===== src/rtl/des_pkg.sv =====
// des_pkg: DES tables (FIPS 46 bit numbering, 1 = MSB), permutation/S-box
// helpers and the core FSM state type. When DES_ITER_TDES_EN is defined the
// key is three concatenated DES keys (K1 in the MSBs).
package des_pkg;

   typedef enum logic [1:0] {IDLE, RUN, DONE} state_t;

`ifdef DES_ITER_TDES_EN
   localparam int KEY_W = 192;
`else
   localparam int KEY_W = 64;
`endif

   localparam int IP_T [64] = '{58,50,42,34,26,18,10,2, 60,52,44,36,28,20,12,4,
                                62,54,46,38,30,22,14,6, 64,56,48,40,32,24,16,8,
                                57,49,41,33,25,17,9,1,  59,51,43,35,27,19,11,3,
                                61,53,45,37,29,21,13,5, 63,55,47,39,31,23,15,7};
   localparam int FP_T [64] = '{40,8,48,16,56,24,64,32, 39,7,47,15,55,23,63,31,
                                38,6,46,14,54,22,62,30, 37,5,45,13,53,21,61,29,
                                36,4,44,12,52,20,60,28, 35,3,43,11,51,19,59,27,
                                34,2,42,10,50,18,58,26, 33,1,41,9,49,17,57,25};
   localparam int E_T [48] = '{32,1,2,3,4,5, 4,5,6,7,8,9, 8,9,10,11,12,13, 12,13,14,15,16,17,
                               16,17,18,19,20,21, 20,21,22,23,24,25, 24,25,26,27,28,29, 28,29,30,31,32,1};
   localparam int P_T [32] = '{16,7,20,21,29,12,28,17, 1,15,23,26,5,18,31,10,
                               2,8,24,14,32,27,3,9, 19,13,30,6,22,11,4,25};
   localparam int PC1_T [56] = '{57,49,41,33,25,17,9, 1,58,50,42,34,26,18,
                                 10,2,59,51,43,35,27, 19,11,3,60,52,44,36,
                                 63,55,47,39,31,23,15, 7,62,54,46,38,30,22,
                                 14,6,61,53,45,37,29, 21,13,5,28,20,12,4};
   localparam int PC2_T [48] = '{14,17,11,24,1,5, 3,28,15,6,21,10, 23,19,12,4,26,8, 16,7,27,20,13,2,
                                 41,52,31,37,47,55, 30,40,51,45,33,48, 44,49,39,56,34,53, 46,42,50,36,29,32};
   // SHIFT[i] is the key rotation for round i+1
   localparam int SHIFT [16] = '{1,1,2,2,2,2,2,2,1,2,2,2,2,2,2,1};

   localparam int SBOX [8][64] = '{
      '{14,4,13,1,2,15,11,8,3,10,6,12,5,9,0,7, 0,15,7,4,14,2,13,1,10,6,12,11,9,5,3,8,
        4,1,14,8,13,6,2,11,15,12,9,7,3,10,5,0, 15,12,8,2,4,9,1,7,5,11,3,14,10,0,6,13},
      '{15,1,8,14,6,11,3,4,9,7,2,13,12,0,5,10, 3,13,4,7,15,2,8,14,12,0,1,10,6,9,11,5,
        0,14,7,11,10,4,13,1,5,8,12,6,9,3,2,15, 13,8,10,1,3,15,4,2,11,6,7,12,0,5,14,9},
      '{10,0,9,14,6,3,15,5,1,13,12,7,11,4,2,8, 13,7,0,9,3,4,6,10,2,8,5,14,12,11,15,1,
        13,6,4,9,8,15,3,0,11,1,2,12,5,10,14,7, 1,10,13,0,6,9,8,7,4,15,14,3,11,5,2,12},
      '{7,13,14,3,0,6,9,10,1,2,8,5,11,12,4,15, 13,8,11,5,6,15,0,3,4,7,2,12,1,10,14,9,
        10,6,9,0,12,11,7,13,15,1,3,14,5,2,8,4, 3,15,0,6,10,1,13,8,9,4,5,11,12,7,2,14},
      '{2,12,4,1,7,10,11,6,8,5,3,15,13,0,14,9, 14,11,2,12,4,7,13,1,5,0,15,10,3,9,8,6,
        4,2,1,11,10,13,7,8,15,9,12,5,6,3,0,14, 11,8,12,7,1,14,2,13,6,15,0,9,10,4,5,3},
      '{12,1,10,15,9,2,6,8,0,13,3,4,14,7,5,11, 10,15,4,2,7,12,9,5,6,1,13,14,0,11,3,8,
        9,14,15,5,2,8,12,3,7,0,4,10,1,13,11,6, 4,3,2,12,9,5,15,10,11,14,1,7,6,0,8,13},
      '{4,11,2,14,15,0,8,13,3,12,9,7,5,10,6,1, 13,0,11,7,4,9,1,10,14,3,5,12,2,15,8,6,
        1,4,11,13,12,3,7,14,10,15,6,8,0,5,9,2, 6,11,13,8,1,4,10,7,9,5,0,15,14,2,3,12},
      '{13,2,8,4,6,15,11,1,10,9,3,14,5,0,12,7, 1,15,13,8,10,3,7,4,12,5,6,11,0,14,9,2,
        7,11,4,1,9,12,14,2,0,6,10,13,15,3,5,8, 2,1,14,7,4,10,8,13,15,12,9,0,3,5,6,11}};

   function automatic logic [63:0] f_ip(input logic [63:0] x);
      logic [63:0] y;
      y = '0;
      for (int i = 0; i < 64; i++) y[6'(63 - i)] = x[6'(64 - IP_T[i])];
      return y;
   endfunction

   function automatic logic [63:0] f_fp(input logic [63:0] x);
      logic [63:0] y;
      y = '0;
      for (int i = 0; i < 64; i++) y[6'(63 - i)] = x[6'(64 - FP_T[i])];
      return y;
   endfunction

   function automatic logic [55:0] f_pc1(input logic [63:0] x);
      logic [55:0] y;
      y = '0;
      for (int i = 0; i < 56; i++) y[6'(55 - i)] = x[6'(64 - PC1_T[i])];
      return y;
   endfunction

   function automatic logic [47:0] f_pc2(input logic [55:0] x);
      logic [47:0] y;
      y = '0;
      for (int i = 0; i < 48; i++) y[6'(47 - i)] = x[6'(56 - PC2_T[i])];
      return y;
   endfunction

   function automatic logic [27:0] rotl28(input logic [27:0] x, input logic two);
      return two ? {x[25:0], x[27:26]} : {x[26:0], x[27]};
   endfunction

   function automatic logic [27:0] rotr28(input logic [27:0] x, input logic two);
      return two ? {x[1:0], x[27:2]} : {x[0], x[27:1]};
   endfunction

   // Outer bits of the 6-bit chunk pick the row, inner four the column
   function automatic logic [3:0] sbox(input logic [2:0] idx, input logic [5:0] b);
      return 4'(SBOX[idx][{b[5], b[0], b[4:1]}]);
   endfunction

   function automatic logic [31:0] f_feistel(input logic [31:0] r, input logic [47:0] k);
      logic [47:0] x;
      logic [47:0] e;
      logic [31:0] s;
      logic [31:0] p;
      e = '0;
      for (int i = 0; i < 48; i++) e[6'(47 - i)] = r[5'(32 - E_T[i])];
      x = e ^ k;
      s = '0;
      for (int i = 0; i < 8; i++) s[5'(28 - 4 * i) +: 4] = sbox(3'(i), x[6'(42 - 6 * i) +: 6]);
      p = '0;
      for (int i = 0; i < 32; i++) p[5'(31 - i)] = s[5'(32 - P_T[i])];
      return p;
   endfunction

endpackage


===== src/rtl/des_round.sv =====
// des_round: one combinational Feistel round with its on-the-fly key schedule step.
// Encrypt rotates left before PC2; decrypt uses PC2 first, then rotates right,
// so C/D walk back to their PC1 value after 16 rounds in either direction.
module des_round
   import des_pkg::*;
(
   input  logic [31:0] l_i,
   input  logic [31:0] r_i,
   input  logic [27:0] c_i,
   input  logic [27:0] d_i,
   input  logic        enc_i,
   input  logic [3:0]  rnd_i,
   output logic [31:0] l_o,
   output logic [31:0] r_o,
   output logic [27:0] c_o,
   output logic [27:0] d_o
);
   logic        two;
   logic [47:0] subkey;

   // Select the rotation amount, derive the subkey and advance C/D
   always_comb begin
      two = enc_i ? (SHIFT[rnd_i] == 2) : (SHIFT[4'd15 - rnd_i] == 2);
      if (enc_i) begin
         c_o    = rotl28(c_i, two);
         d_o    = rotl28(d_i, two);
         subkey = f_pc2({c_o, d_o});
      end else begin
         subkey = f_pc2({c_i, d_i});
         c_o    = rotr28(c_i, two);
         d_o    = rotr28(d_i, two);
      end
      l_o = r_i;
      r_o = l_i ^ f_feistel(r_i, subkey);
   end
endmodule


===== src/rtl/des_iter_core.sv =====
// des_iter_core: iterative DES engine, ROUNDS_PER_CYCLE rounds per clock,
// valid/ready on both sides. Define DES_ITER_TDES_EN for 192-bit keys and
// triple-DES EDE over three passes.
module des_iter_core
   import des_pkg::*;
#(
   parameter int ROUNDS_PER_CYCLE = 1
) (
   input  logic             clk,
   input  logic             rst_n,
   input  logic             in_valid,
   output logic             in_ready,
   input  logic             enc1_dec0,
   input  logic [63:0]      in,
   input  logic [KEY_W-1:0] key,
   output logic             out_valid,
   input  logic             out_ready,
   output logic [63:0]      out
);
   localparam int NCYC = 16 / ROUNDS_PER_CYCLE;
   localparam logic [3:0] LAST_CYC = 4'(NCYC - 1);

   if (!(ROUNDS_PER_CYCLE == 1 || ROUNDS_PER_CYCLE == 2 || ROUNDS_PER_CYCLE == 4 ||
         ROUNDS_PER_CYCLE == 8 || ROUNDS_PER_CYCLE == 16)) begin : g_bad_rpc
      $error("des_iter_core: ROUNDS_PER_CYCLE must be 1, 2, 4, 8 or 16");
   end

   state_t      state_q, state_d;
   logic        in_ready_q, in_ready_d;
   logic        out_valid_q, out_valid_d;
   logic [63:0] out_q, out_d;
   logic [31:0] l_q, l_d, r_q, r_d;
   logic [27:0] c_q, c_d, d_q, d_d;
   logic [3:0]  cnt_q, cnt_d;
   logic        enc_q, enc_d;
   logic        rnd_enc;
   logic        last_pass;
   logic [63:0] first_key;

`ifdef DES_ITER_TDES_EN
   logic [1:0]   pass_q, pass_d;
   logic [191:0] key_q, key_d;

   // Encrypt walks K1,K2,K3; decrypt walks K3,K2,K1. K1 is in the MSBs.
   function automatic logic [63:0] pass_key(input logic [191:0] k, input logic enc,
                                            input logic [1:0] p);
      logic [1:0] idx;
      idx = enc ? p : 2'd2 - p;
      case (idx)
         2'd0:    return k[191:128];
         2'd1:    return k[127:64];
         default: return k[63:0];
      endcase
   endfunction

   assign rnd_enc   = enc_q ^ (pass_q == 2'd1);
   assign last_pass = (pass_q == 2'd2);
   assign first_key = pass_key(key, enc1_dec0, 2'd0);
`else
   assign rnd_enc   = enc_q;
   assign last_pass = 1'b1;
   assign first_key = key;
`endif

   logic [31:0] l_c [ROUNDS_PER_CYCLE+1];
   logic [31:0] r_c [ROUNDS_PER_CYCLE+1];
   logic [27:0] c_c [ROUNDS_PER_CYCLE+1];
   logic [27:0] d_c [ROUNDS_PER_CYCLE+1];

   assign l_c[0] = l_q;
   assign r_c[0] = r_q;
   assign c_c[0] = c_q;
   assign d_c[0] = d_q;

   for (genvar gi = 0; gi < ROUNDS_PER_CYCLE; gi++) begin : g_round
      des_round u_round (
         .l_i  (l_c[gi]),
         .r_i  (r_c[gi]),
         .c_i  (c_c[gi]),
         .d_i  (d_c[gi]),
         .enc_i(rnd_enc),
         .rnd_i(4'(int'(cnt_q) * ROUNDS_PER_CYCLE + gi)),
         .l_o  (l_c[gi+1]),
         .r_o  (r_c[gi+1]),
         .c_o  (c_c[gi+1]),
         .d_o  (d_c[gi+1])
      );
   end

   // Next-state logic for the IDLE/RUN/DONE controller and datapath
   always_comb begin
      state_d     = state_q;
      in_ready_d  = in_ready_q;
      out_valid_d = out_valid_q;
      out_d       = out_q;
      l_d         = l_q;
      r_d         = r_q;
      c_d         = c_q;
      d_d         = d_q;
      cnt_d       = cnt_q;
      enc_d       = enc_q;
`ifdef DES_ITER_TDES_EN
      pass_d      = pass_q;
      key_d       = key_q;
`endif
      case (state_q)
         IDLE: begin
            if (in_valid) begin
               enc_d      = enc1_dec0;
               {l_d, r_d} = f_ip(in);
               {c_d, d_d} = f_pc1(first_key);
               cnt_d      = '0;
`ifdef DES_ITER_TDES_EN
               pass_d     = 2'd0;
               key_d      = key;
`endif
               in_ready_d = 1'b0;
               state_d    = RUN;
            end
         end
         RUN: begin
            l_d   = l_c[ROUNDS_PER_CYCLE];
            r_d   = r_c[ROUNDS_PER_CYCLE];
            c_d   = c_c[ROUNDS_PER_CYCLE];
            d_d   = d_c[ROUNDS_PER_CYCLE];
            cnt_d = cnt_q + 4'd1;
            if (cnt_q == LAST_CYC) begin
               cnt_d = '0;
               if (!last_pass) begin
`ifdef DES_ITER_TDES_EN
                  // FP then IP cancel between passes: just swap halves, load next key
                  l_d        = r_c[ROUNDS_PER_CYCLE];
                  r_d        = l_c[ROUNDS_PER_CYCLE];
                  {c_d, d_d} = f_pc1(pass_key(key_q, enc_q, pass_q + 2'd1));
                  pass_d     = pass_q + 2'd1;
`endif
               end else begin
                  out_d       = f_fp({r_c[ROUNDS_PER_CYCLE], l_c[ROUNDS_PER_CYCLE]});
                  out_valid_d = 1'b1;
                  state_d     = DONE;
               end
            end
         end
         DONE: begin
            if (out_ready) begin
               out_valid_d = 1'b0;
               in_ready_d  = 1'b1;
               state_d     = IDLE;
            end
         end
         default: begin
            out_valid_d = 1'b0;
            in_ready_d  = 1'b1;
            state_d     = IDLE;
         end
      endcase
   end

   // State registers; reset aborts any block in flight
   always_ff @(posedge clk or negedge rst_n) begin
      if (!rst_n) begin
         state_q     <= IDLE;
         in_ready_q  <= 1'b1;
         out_valid_q <= 1'b0;
         out_q       <= '0;
         l_q         <= '0;
         r_q         <= '0;
         c_q         <= '0;
         d_q         <= '0;
         cnt_q       <= '0;
         enc_q       <= 1'b0;
`ifdef DES_ITER_TDES_EN
         pass_q      <= '0;
         key_q       <= '0;
`endif
      end else begin
         state_q     <= state_d;
         in_ready_q  <= in_ready_d;
         out_valid_q <= out_valid_d;
         out_q       <= out_d;
         l_q         <= l_d;
         r_q         <= r_d;
         c_q         <= c_d;
         d_q         <= d_d;
         cnt_q       <= cnt_d;
         enc_q       <= enc_d;
`ifdef DES_ITER_TDES_EN
         pass_q      <= pass_d;
         key_q       <= key_d;
`endif
      end
   end

   assign in_ready  = in_ready_q;
   assign out_valid = out_valid_q;
   assign out       = out_q;
endmodule


===== config.mk =====
export PLATFORM = sky130hd
export DESIGN_NAME = des_iter_core
export DESIGN_NICKNAME = d
export VERILOG_FILES = /design/src/rtl/des_pkg.sv /design/src/rtl/des_round.sv /design/src/rtl/des_iter_core.sv
export SDC_FILE = /design/constraint.sdc
export NUM_CORES = 1
export LEC_CHECK = 0
export CELL_PAD_IN_SITES_DETAIL_PLACEMENT = 1
export CELL_PAD_IN_SITES_GLOBAL_PLACEMENT = 2
export CORE_ASPECT_RATIO = 1.2
export CORE_MARGIN = 3
export CORE_UTILIZATION = 26
export CTS_CLUSTER_DIAMETER = 30
export DETAILED_ROUTE_END_ITERATION = 12
export PLACE_DENSITY = 0.78
export SLEW_MARGIN = 0
export SYNTH_ARGS = -nofsm -noshare
export SYNTH_HDL_FRONTEND = slang
export SYNTH_SLANG_ARGS = --single-unit

===== constraint.sdc =====
create_clock -name clk -period 3.65 [get_ports clk]
set_input_delay 0.73 -clock clk [delete_from_list [all_inputs] [get_ports clk]]
set_output_delay 0.73 -clock clk [all_outputs]
set_load 0.01 [all_outputs]

==> impl_metrics.csv <==
group,metric,value,unit
drt,dr_total_vias,6069,
die,fp.dieH,185,um
setup_path,arrival,3.80,ns
timing,clock_skew,0.0110,ns
synthesis,synth_flop_cell,"dfrtp_1",
drt,via_per_inst,5.16,
timing,maxSlewHeadroom,0.530,
setup_path,crit_path_start_kind,"flop",
synthesis,yosysWarnings,0,
power,leakage,3.53,nW
timing,finalHoldViolations,0,
die,ios,199,
synthesis,syn_avg_cell_area,8.96,um^2
synthesis,netlist_instances,778,
drt,firstDrtPassIters,4,
synthesis,ys_types,83,
power,power_density,1300,nW/um^2
synthesis,netlist_area,6970,um^2
timing,rsz0062_at_grt,"yes",
timing,fmax,0.284,GHz
setup_path,critPathMostFrequentCell,"mux2_2",
synthesis,ys_async_sr_fraction,1.00,
place,gp_congestion,0.823,
setup_path,slowest_delay,0.43,ns
finish,seq_area,2200,um^2
finish,drive_above_1_share,0.171,
timing,setup_viol,0,
synthesis,yosys_register_bits,88,
finish,layout.cells.non_filler,1176,
drt,antenna_left,0,
setup_path,critPathCaptureType,"flop",
setup_path,worstRegToRegCells,15,
setup_path,cp_max_fo,19,
drt,drtIter0Drc,248,
die,dieArea,28800,um^2
finish,n_fill_cell,3113,
die,die_w,155,um
timing,finalCritPeriodShare,0.964,
global_routing,antenna_found_initial,0,
global_routing,grt_max_degree,54,
drt,post_drt_wl_per_cell,18.3,um
finish,fin_nets,992,
setup_path,required,3.93,ns
setup_path,crit_chain,"inv_1 > ha_1 > mux2_2 > a211oi_4 > buf_12 > mux2i_1 > a21o_2 > inv_1 > ha_1 > nor2_1 > mux2_2 > mux2i_1 > mux2_2 > o31a_1 > o211ai_1",
power,total_power,10.8,mW
clocking,cts-root-buf,"clkbuf_16",
clocking,postCtsSetupBuffers,0,
finish,multi_input_area,4260,um^2
clocking,clkSinkCount,88,
setup_path,crit_cells,15,
worst_hold_path,hold_path.class,"input pin to async pin",
global_routing,grt_overflow_total,0,
setup_path,crit_type,"flop to flop",
clocking,clk_latency,0.37,ns
setup_path,cp_slowest_cell,"dfrtp_1",
die,core,26400,um^2
die,rows,65,
timing,final_max_slew_viol_count,0,
timing,fin_tns_setup,0,ns
die,initial_utilization,0.264,
drt,drt_wl_total,21600,um
job,maxCapViolCount,0,
place,dpl.hpwl,15500,um
clocking,clkTransAtPathRegs,0.07,ns
timing,finalCriticalPeriod,3.52,ns
clocking,numCtsBuffers,9,
clocking,htreeDepth,3,
clocking,cts_tree,"done",
finish,fin_area,8270,um^2
global_routing,track_usage,0.149,
global_routing,grt_first_pass_wirelength,34600,um
global_routing,grt_pass1_vias,6188,
finish,area_growth,18.7,%
power,irDropWorstVdd,0.439,mV
clocking,cts.path.max_buffers,2,
setup_path,path_buf_inv,3,
place,port_buffers,50,
finish,antennaDiodeCount,0,
drt,drc,0,
run_status,status,"completed",
synthesis,ys_seq_area_frac,0.316,
place,place_inst,1160,
synthesis,synth-edff-count,0,
timing,worst-slew-pin-transition,0.705,ns
place,placed_area,7930,um^2
setup_path,crit_family,"multiplexers",
==> stage by stage <==
| stage | setup slack, ns | utilization | hold WS, ns |
|---|---|---|---|
| 4_1_cts | 0.0737 | 0.312 | 0.443 |
| 3_5_place_dp | 0.137 | 0.301 | 0.479 |
| 2_1_floorplan | 0.225 | - | 0.434 |
| 5_1_grt | -0.0677 | 0.314 | 0.465 |
| 3_3_place_gp | 0.165 | 0.301 | 0.473 |
| 6_report | 0.132 | 0.314 | 0.424 |
==> synthesized netlist by cell type (8+ instances only) <==
master,number,area share
o21ai_0,53,0.038
mux2i_1,36,0.052
buf_2,10,0.0072
nor2_1,46,0.025
nand2_1,99,0.053
mux2_2,20,0.032
o211ai_1,19,0.020
ha_1,23,0.041
a21oi_1,33,0.024
clkbuf_1,26,0.014
o2111ai_1,14,0.018
buf_4,51,0.055
o211a_1,8,0.011
nand2b_1,10,0.0090
inv_1,29,0.016
nand3_1,10,0.0072
xor2_1,9,0.011
a22o_1,10,0.013
buf_1,12,0.0065
dfrtp_1,87,0.31
a211oi_1,10,0.011
==> report_power, final <==
group	internal [mW]	switching, mW	total, mW
logic	3.49	4.30	7.79
registers	1.47	0.573	2.04
clock network	0.483	0.439	0.922
total	5.44	5.31	10.8
==> layout by cell type, fill, tap and decap left out, types with 7 or more instances in the layout <==
master,count
ha_1,23
a22o_1,10
dfrtp_1,86
nor2_1,45
buf_4,49
nand3_1,10
o211ai_1,19
clkbuf_16,9
nand2_1,99
nor3_1,7
o21ai_0,53
o2111ai_1,13
xor2_1,8
a211oi_1,10
conb_1,48
inv_1,29
or2_2,7
nand2b_1,10
a2111oi_2,8
mux2_2,20
a21oi_1,33
o211a_1,8
mux2i_1,35
clkdlybuf4s50_1,49
==> timing repair <==
action | 4_1_cts | 5_1_grt
gates resized for setup | 0 | 13
hold buffers | 0 | 0
setup endpoints to repair | 0 | 7
==> worst paths after layout <==
path | start | endpoint | slack [ns]
max | cnt_q[0] | r_q[0] | 0.13
min | rst_n | out[19] | 0.42
max reg2reg | cnt_q[0] | r_q[0] | 0.13
min reg2reg | l_q[22] | r_q[22] | 0.50
max in group asynchronous | rst_n | in_ready | 2.46
min in group clk | l_q[22] | r_q[22] | 0.50
==> flip-flops by register name, summed over array words and instances (netlist names) <==
name and count:
state_q 2, enc_q 1, d_q 28, in_ready 1, l_q 15, out 16, cnt_q 4, out_valid 1
r_q 20
==> worst register-to-register path, delay by kind of cell, from the launching register on <==
kind,cells,cell delay [ns]
compound gates,4,0.87
fa+ha+maj,2,0.51
buf+inv,3,0.42
flops,1,0.43
mux,5,1.11
simple gates,1,0.09
==> cell families after synthesis <==
logic type / count (synthesis) / synth area share
AO/OA/AOI/OAI: 243 / 0.268
AND/OR/NAND/NOR: 210 / 0.140
buffers and inverters: 135 / 0.109
flip-flops: 88 / 0.316
multiplexers: 61 / 0.100
adder cells (fa/ha/maj): 23 / 0.0413
XOR/XNOR: 17 / 0.0246
other: 1 / 0.000538
==> per-layer routing <==
| layer | track usage | part of all wire |
|---|---|---|
| met1 | 0.191 | 0.44 |
| met5 | 0 | 0 |
| met3 | 0.0245 | 0.041 |
| met4 | 0.0392 | 0.017 |
| met2 | 0.262 | 0.50 |
==> cell type report <==
class	count	area share
multi-input cells	602	0.515
clock buffers	10	0.0289
repair buffers	105	0.120
flip-flops and latches	88	0.267
well taps	335	0.0507
inverters	30	0.0136
clock inverters	6	0.00529
No activity file was read; power rests on OpenSTA's default activity.
